`src/rtl/divider_if.sv`:
```
// rtl/divider_if.sv - request/response bundle between the M-extension unit and the divider
//
// Purpose: groups the divider's start/operand request and its result/response
//          signals so both sides connect through one port.
// Parameters:
//   WIDTH      operand/result width in bits
// Signals:
//   start      request, sampled only while the divider is idle
//   signed_op  1 = DIV/REM (two's complement), 0 = DIVU/REMU
//   dividend   numerator, sampled with start
//   divisor    denominator, sampled with start
//   quotient   registered quotient
//   remainder  registered remainder
//   div_resp   one-cycle pulse: quotient/remainder valid
//   busy       divider is computing or presenting a result
// Modports:
//   master     requester side (M-extension unit)
//   slave      divider side

interface divider_if #(
  parameter int WIDTH = 32
);
  logic             start;
  logic             signed_op;
  logic [WIDTH-1:0] dividend;
  logic [WIDTH-1:0] divisor;
  logic [WIDTH-1:0] quotient;
  logic [WIDTH-1:0] remainder;
  logic             div_resp;
  logic             busy;

  modport master (
    output start, signed_op, dividend, divisor,
    input  quotient, remainder, div_resp, busy
  );

  modport slave (
    input  start, signed_op, dividend, divisor,
    output quotient, remainder, div_resp, busy
  );
endinterface

```
`src/rtl/divider.sv`:
```
// rtl/divider.sv - iterative radix-2 restoring divider for RV32M DIV/DIVU/REM/REMU
//
// Purpose: one quotient bit per clock on operand magnitudes, with sign fix-up
//          and the RISC-V divide-by-zero / signed-overflow results forced on the
//          final edge. Quotient and remainder are both returned; the requester
//          picks one by funct3.
// Parameters:
//   WIDTH      operand/result width in bits; also the iteration count
// Ports:
//   clk        clock, rising edge
//   rst        asynchronous, active-high reset
//   bus        divider_if.slave (start, signed_op, dividend, divisor,
//              quotient, remainder, div_resp, busy)
// Optional feature:
//   DIV_FAST_PATH_EN  when defined, divide-by-zero, signed overflow and
//              divide-by-one complete on the accept edge instead of after
//              WIDTH iterations; results are identical either way.

module divider #(
  parameter int WIDTH = 32
) (
  input logic      clk,
  input logic      rst,
  divider_if.slave bus
);
  localparam int CW = $clog2(WIDTH);
  localparam logic [WIDTH-1:0] INT_MIN = {1'b1, {(WIDTH-1){1'b0}}};
  localparam logic [CW-1:0]    LAST    = CW'(WIDTH - 1);

  typedef enum logic [1:0] {IDLE, CALC, DONE} state_t;

  state_t           state, state_nx;
  logic [WIDTH-1:0] dq;        // dividend shifting out, quotient shifting in
  logic [WIDTH-1:0] dvs;       // divisor magnitude
  logic [WIDTH-1:0] pr;        // partial remainder; always < dvs between edges
  logic [CW-1:0]    count;
  logic             q_neg, r_neg;
  logic             special;   // divide-by-zero or signed overflow
  logic [WIDTH-1:0] spec_q, spec_r;
  logic [WIDTH-1:0] quotient_r, remainder_r;

  // Accept-time decode of the request operands.
  logic             a_neg, b_neg;
  logic [WIDTH-1:0] a_mag, b_mag;
  logic             div_zero, ovf, acc_special;
  logic [WIDTH-1:0] acc_spec_q, acc_spec_r;
  logic             accept, last_iter;

  assign accept      = (state == IDLE) && bus.start;
  assign last_iter   = (state == CALC) && (count == LAST);
  assign a_neg       = bus.signed_op & bus.dividend[WIDTH-1];
  assign b_neg       = bus.signed_op & bus.divisor[WIDTH-1];
  assign a_mag       = a_neg ? -bus.dividend : bus.dividend;
  assign b_mag       = b_neg ? -bus.divisor  : bus.divisor;
  assign div_zero    = (bus.divisor == '0);
  assign ovf         = bus.signed_op && (bus.dividend == INT_MIN) && (bus.divisor == '1);
  assign acc_special = div_zero | ovf;
  assign acc_spec_q  = div_zero ? '1 : bus.dividend;
  assign acc_spec_r  = div_zero ? bus.dividend : '0;

`ifdef DIV_FAST_PATH_EN
  // Divide-by-one shares the fast path: quotient is the dividend itself.
  logic             fast_hit;
  logic [WIDTH-1:0] fast_q, fast_r;
  assign fast_hit = acc_special | (bus.divisor == WIDTH'(1));
  assign fast_q   = acc_special ? acc_spec_q : bus.dividend;
  assign fast_r   = acc_special ? acc_spec_r : '0;
`endif

  // One restoring step. The trial subtract is WIDTH+1 bits wide so the shifted
  // partial remainder (up to 2*dvs-1) never overflows; a set top bit of the
  // difference is the borrow, meaning the divisor did not fit.
  logic [WIDTH:0]   pr_sh, diff;
  logic             fits;
  logic [WIDTH-1:0] pr_nx, dq_nx, q_fin, r_fin;

  assign pr_sh = {pr, dq[WIDTH-1]};
  assign diff  = pr_sh - {1'b0, dvs};
  assign fits  = ~diff[WIDTH];
  assign pr_nx = fits ? diff[WIDTH-1:0] : pr_sh[WIDTH-1:0];
  assign dq_nx = {dq[WIDTH-2:0], fits};
  assign q_fin = special ? spec_q : (q_neg ? -dq_nx : dq_nx);
  assign r_fin = special ? spec_r : (r_neg ? -pr_nx : pr_nx);

  // State register
  always_ff @(posedge clk or posedge rst) begin
    if (rst) state <= IDLE;
    else     state <= state_nx;
  end

  // Next-state logic
  always_comb begin
    state_nx = state;
    case (state)
      IDLE: begin
        if (bus.start) begin
`ifdef DIV_FAST_PATH_EN
          state_nx = fast_hit ? DONE : CALC;
`else
          state_nx = CALC;
`endif
        end
      end
      CALC:    if (count == LAST) state_nx = DONE;
      DONE:    state_nx = IDLE;
      default: state_nx = IDLE;
    endcase
  end

  // Outputs decoded from state
  always_comb begin
    bus.busy     = (state == CALC) || (state == DONE);
    bus.div_resp = (state == DONE);
  end

  // Datapath
  always_ff @(posedge clk or posedge rst) begin
    if (rst) begin
      dq          <= '0;
      dvs         <= '0;
      pr          <= '0;
      count       <= '0;
      q_neg       <= 1'b0;
      r_neg       <= 1'b0;
      special     <= 1'b0;
      spec_q      <= '0;
      spec_r      <= '0;
      quotient_r  <= '0;
      remainder_r <= '0;
    end else if (accept) begin
      dq      <= a_mag;
      dvs     <= b_mag;
      pr      <= '0;
      count   <= '0;
      q_neg   <= a_neg ^ b_neg;
      r_neg   <= a_neg;
      special <= acc_special;
      spec_q  <= acc_spec_q;
      spec_r  <= acc_spec_r;
`ifdef DIV_FAST_PATH_EN
      if (fast_hit) begin
        quotient_r  <= fast_q;
        remainder_r <= fast_r;
      end
`endif
    end else if (state == CALC) begin
      dq    <= dq_nx;
      pr    <= pr_nx;
      count <= count + CW'(1);
      if (last_iter) begin
        quotient_r  <= q_fin;
        remainder_r <= r_fin;
      end
    end
  end

  assign bus.quotient  = quotient_r;
  assign bus.remainder = remainder_r;
endmodule

```
`src/flat_wrapper.sv`:
```
// flat-port wrapper written by rule: the top's interface ports become plain ports
module divider_flat 
#(
  parameter int WIDTH = 32
)
  (clk, rst, bus_start, bus_signed_op, bus_dividend, bus_divisor, bus_quotient, bus_remainder, bus_div_resp, bus_busy);
  divider_if #(.WIDTH(WIDTH)) bus_i ();
  input logic clk;
  input logic rst;
  input wire logic [$bits(bus_i.start)-1:0] bus_start;
  input wire logic [$bits(bus_i.signed_op)-1:0] bus_signed_op;
  input wire logic [$bits(bus_i.dividend)-1:0] bus_dividend;
  input wire logic [$bits(bus_i.divisor)-1:0] bus_divisor;
  output wire logic [$bits(bus_i.quotient)-1:0] bus_quotient;
  output wire logic [$bits(bus_i.remainder)-1:0] bus_remainder;
  output wire logic [$bits(bus_i.div_resp)-1:0] bus_div_resp;
  output wire logic [$bits(bus_i.busy)-1:0] bus_busy;
  assign bus_i.start = bus_start;
  assign bus_i.signed_op = bus_signed_op;
  assign bus_i.dividend = bus_dividend;
  assign bus_i.divisor = bus_divisor;
  assign bus_quotient = bus_i.quotient;
  assign bus_remainder = bus_i.remainder;
  assign bus_div_resp = bus_i.div_resp;
  assign bus_busy = bus_i.busy;
  divider #(.WIDTH(WIDTH)) u_core (.clk(clk), .rst(rst), .bus(bus_i));
endmodule
```
`config.mk`:
```
export PLATFORM = sky130hd
export DESIGN_NAME = divider_flat
export DESIGN_NICKNAME = d
export VERILOG_FILES = /design/src/rtl/divider_if.sv /design/src/rtl/divider.sv /design/src/flat_wrapper.sv
export SDC_FILE = /design/constraint.sdc
export NUM_CORES = 1
export LEC_CHECK = 0
export ABC_CLOCK_PERIOD_IN_PS = 9600
export BUFFER_PORTS_ARGS = -buffer_cell sky130_fd_sc_hd__buf_4
export CAP_MARGIN = 25
export CORE_MARGIN = 8
export CORE_UTILIZATION = 30
export DETAILED_ROUTE_END_ITERATION = 7
export GPL_TIMING_DRIVEN = 0
export HOLD_SLACK_MARGIN = 0.12
export PLACE_DENSITY_LB_ADDON = 0.15
export SETUP_SLACK_MARGIN = 0.15
export SLEW_MARGIN = 20
export SYNTH_ARGS = -nofsm -noshare
export SYNTH_HDL_FRONTEND = slang
export SYNTH_SLANG_ARGS = --single-unit
```
`constraint.sdc`:
```
create_clock -name clk -period 9.6 [get_ports clk]
set_input_delay 0.96 -clock clk [delete_from_list [all_inputs] [get_ports clk]]
set_output_delay 0.96 -clock clk [all_outputs]
set_load 0.005 [all_outputs]
```
# ---- Yosys cells after proc, flatten, opt, wreduce, memory -nomap -nowiden
# Index checks and enable logic that the tools add are counted.
# W data, S select, Z words.
dict set report classes {
  addsub 6
  eq_ne 7
  mux 18
  bitwise_logic 6
  n_reduce_logical 10
}
# cell n
set ops {}
lappend ops {{$mux W32} 13}
lappend ops {{$neg A32 Y32} 4}
lappend ops {{$eq A32 B32 Y1 const B} 2}
lappend ops {{$sub A33 B32 Y33} 1}
lappend ops {{$logic_not A32 Y1} 1}
lappend ops {{$mux W5} 2}
lappend ops {{$add A5 B1 Y5 const B} 1}
lappend ops {{$eq A5 B5 Y1 const B} 1}
lappend ops {{$logic_and A1 B1 Y1} 4}
lappend ops {{$mux W2} 2}
lappend ops {{$ne A2 B2 Y1 const B} 2}
lappend ops {{$pmux W2 S2} 1}
lappend ops {{$reduce_and A3 Y1} 1}
lappend ops {{$and A1 B1 Y1} 2}
lappend ops {{$eq A2 B1 Y1 const B} 1}
lappend ops {{$eq A2 B2 Y1 const B} 1}
lappend ops {{$logic_not A2 Y1} 1}
lappend ops {{$not A1 Y1} 2}
lappend ops {{$reduce_and A2 Y1} 1}
lappend ops {{$reduce_bool A2 Y1} 1}
lappend ops {{$logic_or A1 B1 Y1} 1}
lappend ops {{$or A1 B1 Y1} 1}
lappend ops {{$xor A1 B1 Y1} 1}
dict set report totals {
  register_bits 234
  input_bits 68
}

# ---- Longest topological paths before layout
# Gate-level depths: netlist of run 1.
dict set report depth {
  word_depth 5
  depth_mapped 23
  ltp_nobuf 22
}

# ---- Least setup slack after synthesis of run 1
# Ideal clock, no wire load.
dict set report synth_path {
  kind {reg-to-reg}
  from {reg u_core.dq[31]}
  to {reg u_core.remainder_r[30], in the netlist u_core.bus.remainder[30]}
  setup_ns 0.069
  arrival_time_ns 5.218
  path_slack_ns 4.313
  stages_incl_launch_ff 24
  path_buffers 2
  cell_sequence {dfrtp_1 inv_1 ha_1 fa_1 nand2b_1 a21oi_2 o21ai_0 a21o_1 a211oi_4 inv_2 buf_1 clkbuf_1 a21oi_1 ha_1 inv_1 or4_1 or4_1 or4_1 nor2_1 a41oi_1 nor4_1 nand4_1 a211o_1 nand3_1}
}
dict set report synth_between {
  elab_chain_cells 5
}
# item line_no
set synth_lines {}
lappend synth_lines {{start: declaration} divider.sv:33} ;# logic [WIDTH-1:0] dq;
lappend synth_lines {{start signal: assignment} divider.sv:131} ;# dq <= a_mag;
lappend synth_lines {{start signal: assignment} divider.sv:147} ;# dq <= dq_nx;
lappend synth_lines {{$sub A33 B32 Y33} divider.sv:78} ;# assign diff = pr_sh - {1'b0, dvs};
lappend synth_lines {{$mux W32 (*)} divider.sv:80} ;# assign pr_nx = fits ? diff[WIDTH-1:0] : pr_sh[WIDTH-1:0];
lappend synth_lines {{$neg A32 Y32} divider.sv:83} ;# assign r_fin = special ? spec_r : (r_neg ? -pr_nx : pr_nx);
lappend synth_lines {{$mux W32 (*) (2 in series)} divider.sv:83}
lappend synth_lines {{end signal: assignment} divider.sv:152} ;# remainder_r <= r_fin;
lappend synth_lines {{end: declaration} divider.sv:40} ;# logic [WIDTH-1:0] quotient_r, remainder_r;
# Mark *: on every way between the ends. The rest lies on a longest branch, timed or not.
# A chain may end at the register's enable or synchronous reset.

# ---- Worst setup path after layout of run 1
# Same ends and word-level chain as after synthesis.

==> results of run 1 <==
## cells in the final DEF, fill, tap and decap left out, types with 8 or more instances in the layout
master | Yosys | layout
a211oi_1 | 33 | 33
ha_1 | 43 | 43
or3_1 | 20 | 20
clkbuf_16 | 0 | 29
nand2b_1 | 9 | 9
o31ai_1 | 27 | 27
and3_1 | 16 | 16
o21a_1 | 15 | 15
nor2_1 | 210 | 210
or4_1 | 18 | 18
o21ai_0 | 199 | 199
nor4_1 | 18 | 17
dfrtp_1 | 234 | 234
mux2i_1 | 76 | 76
and2_1 | 11 | 11
a21oi_1 | 142 | 142
a21o_1 | 15 | 15
buf_4 | 5 | 137
xnor2_1 | 66 | 66
o21ai_1 | 9 | 9
nor3_1 | 34 | 34
xor2_1 | 68 | 68
clkbuf_8 | 0 | 8
inv_1 | 64 | 63
clkbuf_1 | 81 | 88
or2_2 | 8 | 8
buf_1 | 18 | 18
o41ai_1 | 11 | 11
nand3_1 | 24 | 24
nand2_1 | 259 | 259
buf_2 | 10 | 10
nand4_1 | 21 | 21
a31oi_1 | 12 | 12
## critical path, delay by kind of cell, from the launching register on
family / cells / cell delay (ps)
adders and majority gates: 3 / 860
DFF: 1 / 580
AOI/OAI and AO/OA: 7 / 2370
and+or+nand+nor: 8 / 2400
buffers and inverters: 5 / 1260
## per-stage QoR
| stage | instances | TNS, ps |
|---|---|---|
| detailed placement | 2692 | 0 |
| global route | 2745 | 0 |
| global placement | 2690 | -223350 |
| floorplan | 1878 | 0 |
| CTS | 2743 | 0 |
| finish | 2745 | 0 |
## final timing paths
kind / from / to / slack (ps) / cells after the start
min in group clk: u_core.spec_r[25]$_DFFE_PP0P_ / u_core.spec_r[25]$_DFFE_PP0P_ / 470 / 2
min: rst / u_core.bus.quotient[21]$_DFFE_PP0P_ / 400 / 2
max: u_core.dq[31]$_DFFE_PP0P_ / u_core.bus.remainder[30]$_DFFE_PP0P_ / 2030 / 23
max reg2reg: u_core.dq[31]$_DFFE_PP0P_ / u_core.bus.remainder[30]$_DFFE_PP0P_ / 2030 / 23
min reg2reg: u_core.spec_r[25]$_DFFE_PP0P_ / u_core.spec_r[25]$_DFFE_PP0P_ / 470 / 2
max in group asynchronous: rst / u_core.dq[2]$_DFFE_PP0P_ / 7990 / 4
## layer usage
layer  global-route usage, %  vias up
met5                       0        -
met3                    3.36       70
met4                    6.30        0
met1                    27.2     7312
met2                    29.8      445
li1                        -     6979
## final cells by class
cell class                 instances  area [um2]
tap                              680         851
clock inverter                     7        50.0
sequential                       234        5860
buffer                           116         475
multi-input combinational       1463        8820
clock buffer                      44         862
inverter                          65         251
fill                            5305       32700
timing repair buffer             136        1070
## power by group through the flow
stage | registers [mW] | clock network [mW] | logic [mW]
floorplan | 1.47 | 0 | 3.16
CTS | 1.56 | 1.10 | 4.52
detailed placement | 1.57 | 0 | 4.50
finish | 1.56 | 1.07 | 4.58
global placement | 1.57 | 0 | 4.48
global route | 1.60 | 1.14 | 5.04
## flip-flops by register name (all words and copies together), names as in the netlist
signal	flops
u_core.bus.quotient	32
u_core.bus.remainder	32
u_core.count	5
u_core.dq	32
u_core.dvs	32
u_core.pr	32
u_core.q_neg	1
u_core.r_neg	1
u_core.spec_q	32
u_core.spec_r	32
u_core.special	1
u_core.state	2
## logic make-up after synthesis
logic type | Yosys count | synth area share [%]
xor gates and xnor gates | 134 | 7.62
and+or+nand+nor | 667 | 19.3
AOI/OAI and AO/OA | 539 | 21.5
muxes | 79 | 5.16
DFF | 234 | 38.0
buffers and inverters | 181 | 4.67
adders and majority gates | 44 | 3.63
==> results_dict.tcl, run 1 <==
set metrics [dict create \
    holdBufCountCts 0 \
    antenna_cells 0 \
    hpwl_um 45600 \
    seq_power_share_pct 21.7 \
    met1Wirelength_um 27400 \
    post_cts_resized 0 \
    cpPeakStageDelay_ps 580 \
    postSynthCellCount 1878 \
    dr_wl_met3_um 3720 \
    ir_drop_v 0.000178 \
    syn_to_final_growth_pct 18.5 \
    synth_cell_type_count 76 \
    drive_gt1_share_pct 10.8 \
    detail-route-antenna-nets 0 \
    cts.sinks 234 \
    routed-wl-met2_um 25700 \
    swShare_pct 51.8 \
    status "completed" \
    power_density_nw_per_um2 395 \
    die_x_um 243 \
    holdWs_ps 397 \
    postLayoutCellArea_um2 18200 \
    ioPinCount 134 \
    drv_cap 0 \
    rows 83 \
    post-cts-setup-buffers 0 \
    tightest_slew_ps 1110 \
    hp-class "primary input to asynchronous set/reset pin" \
    wl_um 58600 \
    post_dp_cell_area_um2 17300 \
    synth.net_count 1990 \
    syn_avg_cell_area_um2 8.20 \
    post-route-period-util_pct 78.9 \
    utilization_pct 35.8 \
    async_flop_share_pct 100 \
    worst_slack_ps 2030 \
    ys_top_cells_by_area "dfrtp_1, o21ai_0, nand2_1, nor2_1, mux2i_1" \
    port_buffers 132 \
    vias 14800 \
    tritoncts "yes" \
    wl_per_cell_um 21.4 \
    place_congestion 0.916 \
    preCtsSetupSlack_ps 1860 \
    finalPower_mw 7.21 \
    clkSlewWorstSetupHoldPaths_ps 60 \
    top_layer "met4" \
    numCtsBuffers 29 \
    setup_viol 0 \
    slew_headroom_pct 25.7 \
    clk_latency_ps 590 \
    worstSetupEndpointType "flip-flop" \
    yosysTopAreaCellShare_pct 38.0 \
    slowest_stage "dfrtp_1" \
    finalClockSkew_ps 18.1 \
    p_sw_mw 3.74 \
    worstPathMaxFanout 10 \
    startpoint_type "flip-flop" \
    crit_required_ps 10120 \
    cts_root_buf "clkbuf_16" \
    rsz0062_at_grt "no" \
    synth-edff-count 0 \
    nets 2157 \
    start_util_pct 30.2 \
    p_int_mw 3.47 \
    overflow 0 \
    grt_max_degree 86 \
    antenna_found_initial 3 \
    drt_iter0_markers 1231 \
    synthMostInstantiatedCell "nand2_1" \
    fmax_mhz 132 \
    yosysTopAreaCell "dfrtp_1" \
    grt_pass1_vias 14400 \
    critical_path_arrival_ps 8090 \
    vias_per_cell 5.39 \
    fp.dieH_um 243 \
    slew_violations 0 \
    grtUsageTotal_pct 19.3 \
    grt_pass1_wl_um 89500 \
    path_cells "inv_1 -> ha_1 -> fa_1 -> nand2b_1 -> a21oi_2 -> o21ai_0 -> a21o_1 -> a211oi_4 -> inv_2 -> buf_1 -> clkbuf_1 -> a21oi_1 -> ha_1 -> inv_1 -> or4_1 -> or4_1 -> or4_1 -> nor2_1 -> a41oi_1 -> nor4_1 -> nand4_1 -> a211o_1 -> nand3_1" \
    core-area_um2 51000 \
    ys.flop_type "dfrtp_1" \
    ys_seq_elements 234 \
    syn-cell-area_um2 15400 \
    firstDrtPassIters 5 \
    critPathMostFrequentCell "or4_1" \
    power.share.clock_pct 14.9 \
    fin_crit_ps 7570 \
    h-tree-depth 1 \
    critPathKind "flip-flop to flip-flop" \
    yosys_warnings 0 \
    cts_buffer_depth 3 \
    p_leak_nw 7.76 \
    synthTopCellsByCount "nand2_1, dfrtp_1, nor2_1, o21ai_0, a21oi_1" \
    timing_hold_violations_final 0 \
    design.die.area_um2 58800 \
    drc 0 \
    p_comb_share_pct 63.5 \
    seq_area_frac_synth_pct 38.0 \
]
Power figures use the tool's default switching activity.
==> run 2, diff against run 1 <==
--- a/config.mk
+++ b/config.mk
@@ -5,7 +5,8 @@
 export SDC_FILE = /design/constraint.sdc
 export NUM_CORES = 1
 export LEC_CHECK = 0
-export ABC_CLOCK_PERIOD_IN_PS = 9600
+export ABC_AREA = 1
+export ABC_CLOCK_PERIOD_IN_PS = 7500
 export BUFFER_PORTS_ARGS = -buffer_cell sky130_fd_sc_hd__buf_4
 export CAP_MARGIN = 25
 export CORE_MARGIN = 8
==> constraint.sdc (replaced) <==
create_clock -name clk -period 7.5 [get_ports clk]
set_input_delay 0.75 -clock clk [delete_from_list [all_inputs] [get_ports clk]]
set_output_delay 0.75 -clock clk [all_outputs]
set_load 0.005 [all_outputs]
==> run 2 against run 1 <==
  * First-iteration DRC count grew 33%
  * Core utilization shrank 0.21 points
  * Area after synthesis grew 7.5%
  * Design area grew 6.8%
  * Fmax grew 48%
  * Cell count grew 24%
  * Clock skew grew 6.7 ps
==> results_dict.tcl, run 2 <==
set metrics [dict create \
    synth-xor-area-share_pct 2.28 \
    cpPeakStageDelay_ps 360 \
    mostFrequentLayoutCells "nand2_1, inv_1, dfrtp_1" \
    power_density_nw_per_um2 474 \
    core-area_um2 54800 \
    synth_cell_type_count 54 \
    fillers 5974 \
    grt_max_degree 95 \
    vias 17300 \
    antenna_cells 0 \
    setup_viol 0 \
    finalPower_mw 9.23 \
    layout_commonest_cell "nand2_1" \
    wl_um 71500 \
    h-tree-depth 1 \
    yosysTopAreaCellShare_pct 35.4 \
    slew_headroom_pct 27.9 \
    seq_power_share_pct 20.3 \
    hpwl_um 56800 \
    antenna_found_initial 2 \
    ys_seq_elements 234 \
    synth_fa_ha_area_share_pct 3.37 \
    grtUsageTotal_pct 22.1 \
    critPathMostFrequentCell "nand2_1" \
    critical_path_arrival_ps 5570 \
    ys.flop_type "dfrtp_1" \
    hp-class "primary input to asynchronous set/reset pin" \
    ioPinCount 134 \
    ys_top_cells_by_area "dfrtp_1, nand2_1, inv_1, nand3_1, nor2_1" \
    worstPathMaxFanout 10 \
    r2r_end "u_core.bus.quotient[28]$_DFFE_PP0P_" \
    start_util_pct 30.2 \
    synth_top_family_by_area "simple AND/OR/NAND/NOR gates" \
    synth.net_count 2612 \
    cts_buffer_depth 3 \
    worstRegToRegCells 29 \
    holdWs_ps 243 \
    post_cts_resized 0 \
    status "completed" \
    holdBufCountCts 0 \
    rows 86 \
    port_buffers 133 \
    post-cts-setup-buffers 0 \
    detail-route-antenna-nets 0 \
    crit_start "u_core.dvs[26]$_DFFE_PP0P_" \
    wl_per_cell_um 21.1 \
    startpoint_type "flip-flop" \
    clk_latency_ps 590 \
    postSynthCellCount 2500 \
    tritoncts "yes" \
    utilization_pct 35.6 \
    synth_compound_area_share_pct 12.4 \
    cts.sinks 234 \
    yosys_warnings 0 \
    synth-edff-count 0 \
    critPathKind "flip-flop to flip-flop" \
    drc 0 \
    finalClockSkew_ps 24.8 \
    drv_cap 0 \
    firstDrtPassIters 5 \
    drt_iter0_markers 1637 \
    grt_pass1_vias 17200 \
    synthTopCellsByCount "nand2_1, inv_1, dfrtp_1, nor2_1, nand3_1" \
    slowest_stage "dfrtp_1" \
    p_int_mw 4.21 \
    rsz0062_at_grt "no" \
    yosys.area_share.simple_pct 36.0 \
    r2r_start "u_core.dvs[26]$_DFFE_PP0P_" \
    synth_mux_area_share_pct 0 \
    p_comb_share_pct 63.7 \
    syn-cell-area_um2 16500 \
    seq_area_frac_synth_pct 35.4 \
    grt_pass1_wl_um 107000 \
    nets 2779 \
    synthMostInstantiatedCell "nand2_1" \
    yosysTopAreaCell "dfrtp_1" \
    async_flop_share_pct 100 \
    p_sw_mw 5.02 \
    numCtsBuffers 30 \
    place_congestion 0.932 \
    drive_gt1_share_pct 10.7 \
    design.die.area_um2 62900 \
    slew_violations 0 \
    worstSetupEndpointType "flip-flop" \
    post-route-period-util_pct 68.1 \
    p_leak_nw 10.0 \
    clkSlewWorstSetupHoldPaths_ps 60 \
    swShare_pct 54.3 \
    rrSetupSlack_ps 2390 \
    fmax_mhz 196 \
    cts_root_buf "clkbuf_16" \
    tightest_slew_ps 1080 \
    syn_to_final_growth_pct 17.8 \
    timing_hold_violations_final 0 \
    overflow 0 \
    fin_crit_ps 5110 \
    die_x_um 251 \
    power.share.clock_pct 16.0 \
    crit_required_ps 7970 \
    ir_drop_v 0.000212 \
    fp.dieH_um 251 \
    syn_avg_cell_area_um2 6.62 \
    vias_per_cell 5.09 \
]
==> run 2: changes by cell type in the layout (fill, tap and decap cells not counted), sizes merged, moves of 46 or more <==
cell	previous run	this run
o21ai	208	153
mux2i	76	0
nand3	24	194
nand2	259	874
xnor2	66	6
a21oi	144	98
inv	66	339
==> run 2: worst max-delay path: cells and delay by family, from the launching register on <==
family / cells / cell delay, ps
buffers and inverters: 8 / 930
AO/OA/AOI/OAI: 4 / 710
flip-flops: 1 / 360
adder cells (fa/ha/maj): 2 / 520
AND/OR/NAND/NOR: 15 / 2460
==> run 2: cell type report <==
| class | count | area (um2) | area share (%) |
|---|---|---|---|
| inverter | 341 | 1290 | 6.61 |
| sequential | 234 | 5860 | 30.1 |
| tap | 704 | 881 | 4.52 |
| timing repair buffer | 135 | 1050 | 5.41 |
| clock inverter | 12 | 131 | 0.675 |
| clock buffer | 40 | 858 | 4.41 |
| multi-input combinational | 1826 | 8950 | 45.9 |
| buffer | 99 | 462 | 2.37 |
==> run 2: worst max-delay path by stage <==
stage | depth (start not counted) | to
final | 29 | u_core.bus.quotient[28]$_DFFE_PP0P_
after global routing | 32 | u_core.bus.quotient[28]$_DFFE_PP0P_
after CTS | 32 | u_core.bus.quotient[28]$_DFFE_PP0P_
after detailed placement | 32 | u_core.bus.quotient[28]$_DFFE_PP0P_
after global placement | 2 | u_core.dvs[18]$_DFFE_PP0P_
after floorplan | 1 | u_core.bus.quotient[0]$_DFFE_PP0P_
==> run 2: per-stage QoR <==
step,area (um2),worst slack [ps],TNS (ps),std cells
after floorplan,16500,332,0,2500
after global placement,18400,-3130,-727270,3337
after detailed placement,18500,2450,0,3339
after CTS,19500,2420,0,3391
after global routing,19500,1920,0,3391
final,19500,2390,0,3391
==> run 2: per-layer routing <==
layer	track usage, %	vias to the layer above	share of wire, %
met5	0	-	0
met4	7.17	0	3.3
met3	3.64	114	6.8
met2	36.7	620	46
met1	29.2	8178	44
li1	-	8351	-
==> run 2: cell families after synthesis <==
| kind of cell | Yosys count |
|---|---|
| and+or+nand+nor | 1382 |
| DFF | 234 |
| AOI/OAI and AO/OA | 357 |
| buffers and inverters | 440 |
| xor gates and xnor gates | 43 |
| adders and majority gates | 44 |
==> run 2: power groups by stage <==
stage                     combinational (mW)  clock [mW]  sequential, mW
after floorplan                         4.07           0            1.78
after global routing                    6.55        1.56            1.90
final                                   5.88        1.48            1.87
after detailed placement                5.84           0            1.88
after CTS                               5.87        1.51            1.86
after global placement                  5.81           0            1.88
==> run 3, diff against run 2 <==
--- a/config.mk
+++ b/config.mk
@@ -6,7 +6,7 @@
 export NUM_CORES = 1
 export LEC_CHECK = 0
 export ABC_AREA = 1
-export ABC_CLOCK_PERIOD_IN_PS = 7500
+export ABC_CLOCK_PERIOD_IN_PS = 4800
 export BUFFER_PORTS_ARGS = -buffer_cell sky130_fd_sc_hd__buf_4
 export CAP_MARGIN = 25
 export CORE_MARGIN = 8
==> constraint.sdc (replaced) <==
create_clock -name clk -period 4.8 [get_ports clk]
set_input_delay 0.48 -clock clk [delete_from_list [all_inputs] [get_ports clk]]
set_output_delay 0.48 -clock clk [all_outputs]
set_load 0.005 [all_outputs]
==> run 3 against run 2 <==
  * Design area is 1.6% higher
  * Sequential power is 57% higher
  * Sequential share of layout area decreased by 0.47 points
  * Sequential cell count unchanged
  * Clock-buffer cell count is 2 higher
  * Non-clock buffer count grew 10
  * Die area stayed put
  * Critical path type unchanged
  * Largest power group unchanged
==> results_dict.tcl, run 3 (synthesis results as in run 2) <==
set metrics [dict create \
    critical_path_arrival_ps 4830 \
    drv_cap 0 \
    grt_pass1_vias 17000 \
    path_delay_family "simple AND/OR/NAND/NOR gates" \
    cpPeakStageDelay_ps 450 \
    hp-start "bus_dividend[0]" \
    nets 2790 \
    critPathKind "flip-flop to flip-flop" \
    clkSlewWorstSetupHoldPaths_ps 60 \
    wl_um 71600 \
    power_density_nw_per_um2 740 \
    design.die.area_um2 62900 \
    cts_root_buf "clkbuf_16" \
    hpwl_um 57000 \
    met3_usage_pct 2.61 \
    vias_per_cell 5.11 \
    setup_viol 0 \
    fp.dieH_um 251 \
    port_buffers 133 \
    place_inst 3345 \
    overflow 0 \
    worstPathMaxFanout 10 \
    h-tree-depth 1 \
    slew_headroom_pct 29.4 \
    rsz0062_at_grt "no" \
    clk_latency_ps 590 \
    post-route-period-util_pct 91.3 \
    antenna_found_initial 1 \
    instances_no_fill 3407 \
    detail-route-antenna-nets 0 \
    drive_gt1_share_pct 11.6 \
    numCtsBuffers 31 \
    multiInputGateArea_um2 9030 \
    start_util_pct 30.2 \
    rows 86 \
    crit_required_ps 5240 \
    grt_max_degree 33 \
    startpoint_type "flip-flop" \
    cp_num_buf_inv 6 \
    status "completed" \
    fmax_mhz 228 \
    drt_iter0_markers 1989 \
    cts_buffer_depth 3 \
    fin_crit_ps 4380 \
    place_congestion 0.959 \
    grtUsageMet2_pct 36.4 \
    setup_tns_ps 0 \
    die_x_um 251 \
    slew_violations 0 \
    finalClockSkew_ps 19.7 \
    grt_use_met1_pct 30.1 \
    timing_hold_violations_final 0 \
    hp-class "primary input to flip-flop" \
    grtUsageTotal_pct 22.2 \
    r2r_start "u_core.dq[31]$_DFFE_PP0P_" \
    core-area_um2 54800 \
    wl_per_cell_um 21.0 \
    vias 17400 \
    critPathMostFrequentCell "nand2_1" \
    drc 0 \
    tritoncts "yes" \
    tightest_slew_ps 1060 \
    register_area_um2 5860 \
    ir_drop_v 0.000288 \
    cts.sinks 234 \
    p_leak_nw 10.2 \
    mostFrequentLayoutCells "nand2_1, inv_1, dfrtp_1" \
    utilization_pct 36.1 \
    slowest_stage "nor4_1" \
    holdWs_ps 180 \
    worstSetupEndpointType "flip-flop" \
    ioPinCount 134 \
    crit_start "u_core.dq[31]$_DFFE_PP0P_" \
    busiest_layer "met2" \
    syn_to_final_growth_pct 19.6 \
    fillers 5943 \
    layout_commonest_cell "nand2_1" \
    firstDrtPassIters 6 \
    grt_pass1_wl_um 107000 \
]
==> run 3: cell count changes in the layout (fill, tap and decap cells not counted), moves of 2 or more <==
cell,previous run,this run
nor2_4,6,9
o21ai_1,23,25
inv_6,0,2
nor2_1,208,205
nand3_1,190,188
clkinvlp_4,1,4
o21ai_0,129,127
buf_12,1,8
clkinv_4,2,0
nor3_1,30,28
==> run 3: timing repair <==
action | in CTS | in global routing
hold buffers | 1 | 0
endpoints found under the hold margin | 22 | 0
gates resized for setup | 6 | 18
buffers inserted | 0 | 2
endpoints found under the setup margin | 5 | 6
pin swaps | 0 | 2
==> run 3: per-stage QoR <==
step / cell area (um2) / worst slack [ps] / power, mW
floorplan: 16500 / 827 / 9.15
global placement: 18400 / -614 / 12.0
detailed placement: 18600 / -229 / 12.1
CTS: 19700 / 160 / 14.6
global route: 19800 / 170 / 15.8
finish: 19800 / 418 / 14.6
==> run 3: area by class of cell <==
class	count	share of cell area [%]
flip-flops and latches	234	29.6
repair buffers	145	6.05
clock inverters	15	0.835
multi-input cells	1826	45.7
plain buffers	99	2.37
well taps	704	4.45
diodes	1	0.0126
inverters	341	6.49
clock buffers	42	4.53
==> run 3: worst paths after layout <==
check	endpoint	slack (ps)	cells after the start
worst max-delay path	u_core.bus.quotient[30]$_DFFE_PP0P_	420	27
worst min-delay path	u_core.spec_r[0]$_DFFE_PP0P_	180	3
min in group asynchronous	u_core.bus.remainder[25]$_DFFE_PP0P_	540	3
worst max register to register	u_core.bus.quotient[30]$_DFFE_PP0P_	420	27
max in group asynchronous	u_core.dvs[21]$_DFFE_PP0P_	3210	6
worst min register to register	u_core.count[3]$_DFFE_PP0P_	480	1
==> run 3: power by group <==
group | internal [mW] | switching (mW)
Sequential | 2.50 | 0.432
Combinational | 2.78 | 6.50
Clock | 1.46 | 0.966
==> run 3: metal layers <==
metal  share of wire (%)  vias to the layer above  routed length (um)
met4                 3.2                        0                2290
met1                  45                     8270               32300
met2                  46                      658               32800
li1                    -                     8384                   -
met5                   0                        -                   0
met3                 5.9                      107                4210
==> run 3: worst register-to-register path, cell delays in order (launching register included) <==
cell	delay, ps
dfrtp_1	320
inv_1	80
ha_1	230
fa_2	370
inv_1	80
nand2_1	50
nand2_1	80
nand3_1	80
nand2_2	110
nand2_1	70
nand2_2	70
nand2_2	100
nand2_4	110
nand2_4	80
nand2_4	110
buf_6	150
buf_8	160
ha_1	150
inv_1	70
nor3_4	250
buf_4	150
nand4_1	200
nor4_1	450
xor2_1	140
nand2_1	90
a21oi_1	90
a21oi_1	280
o21ai_0	110
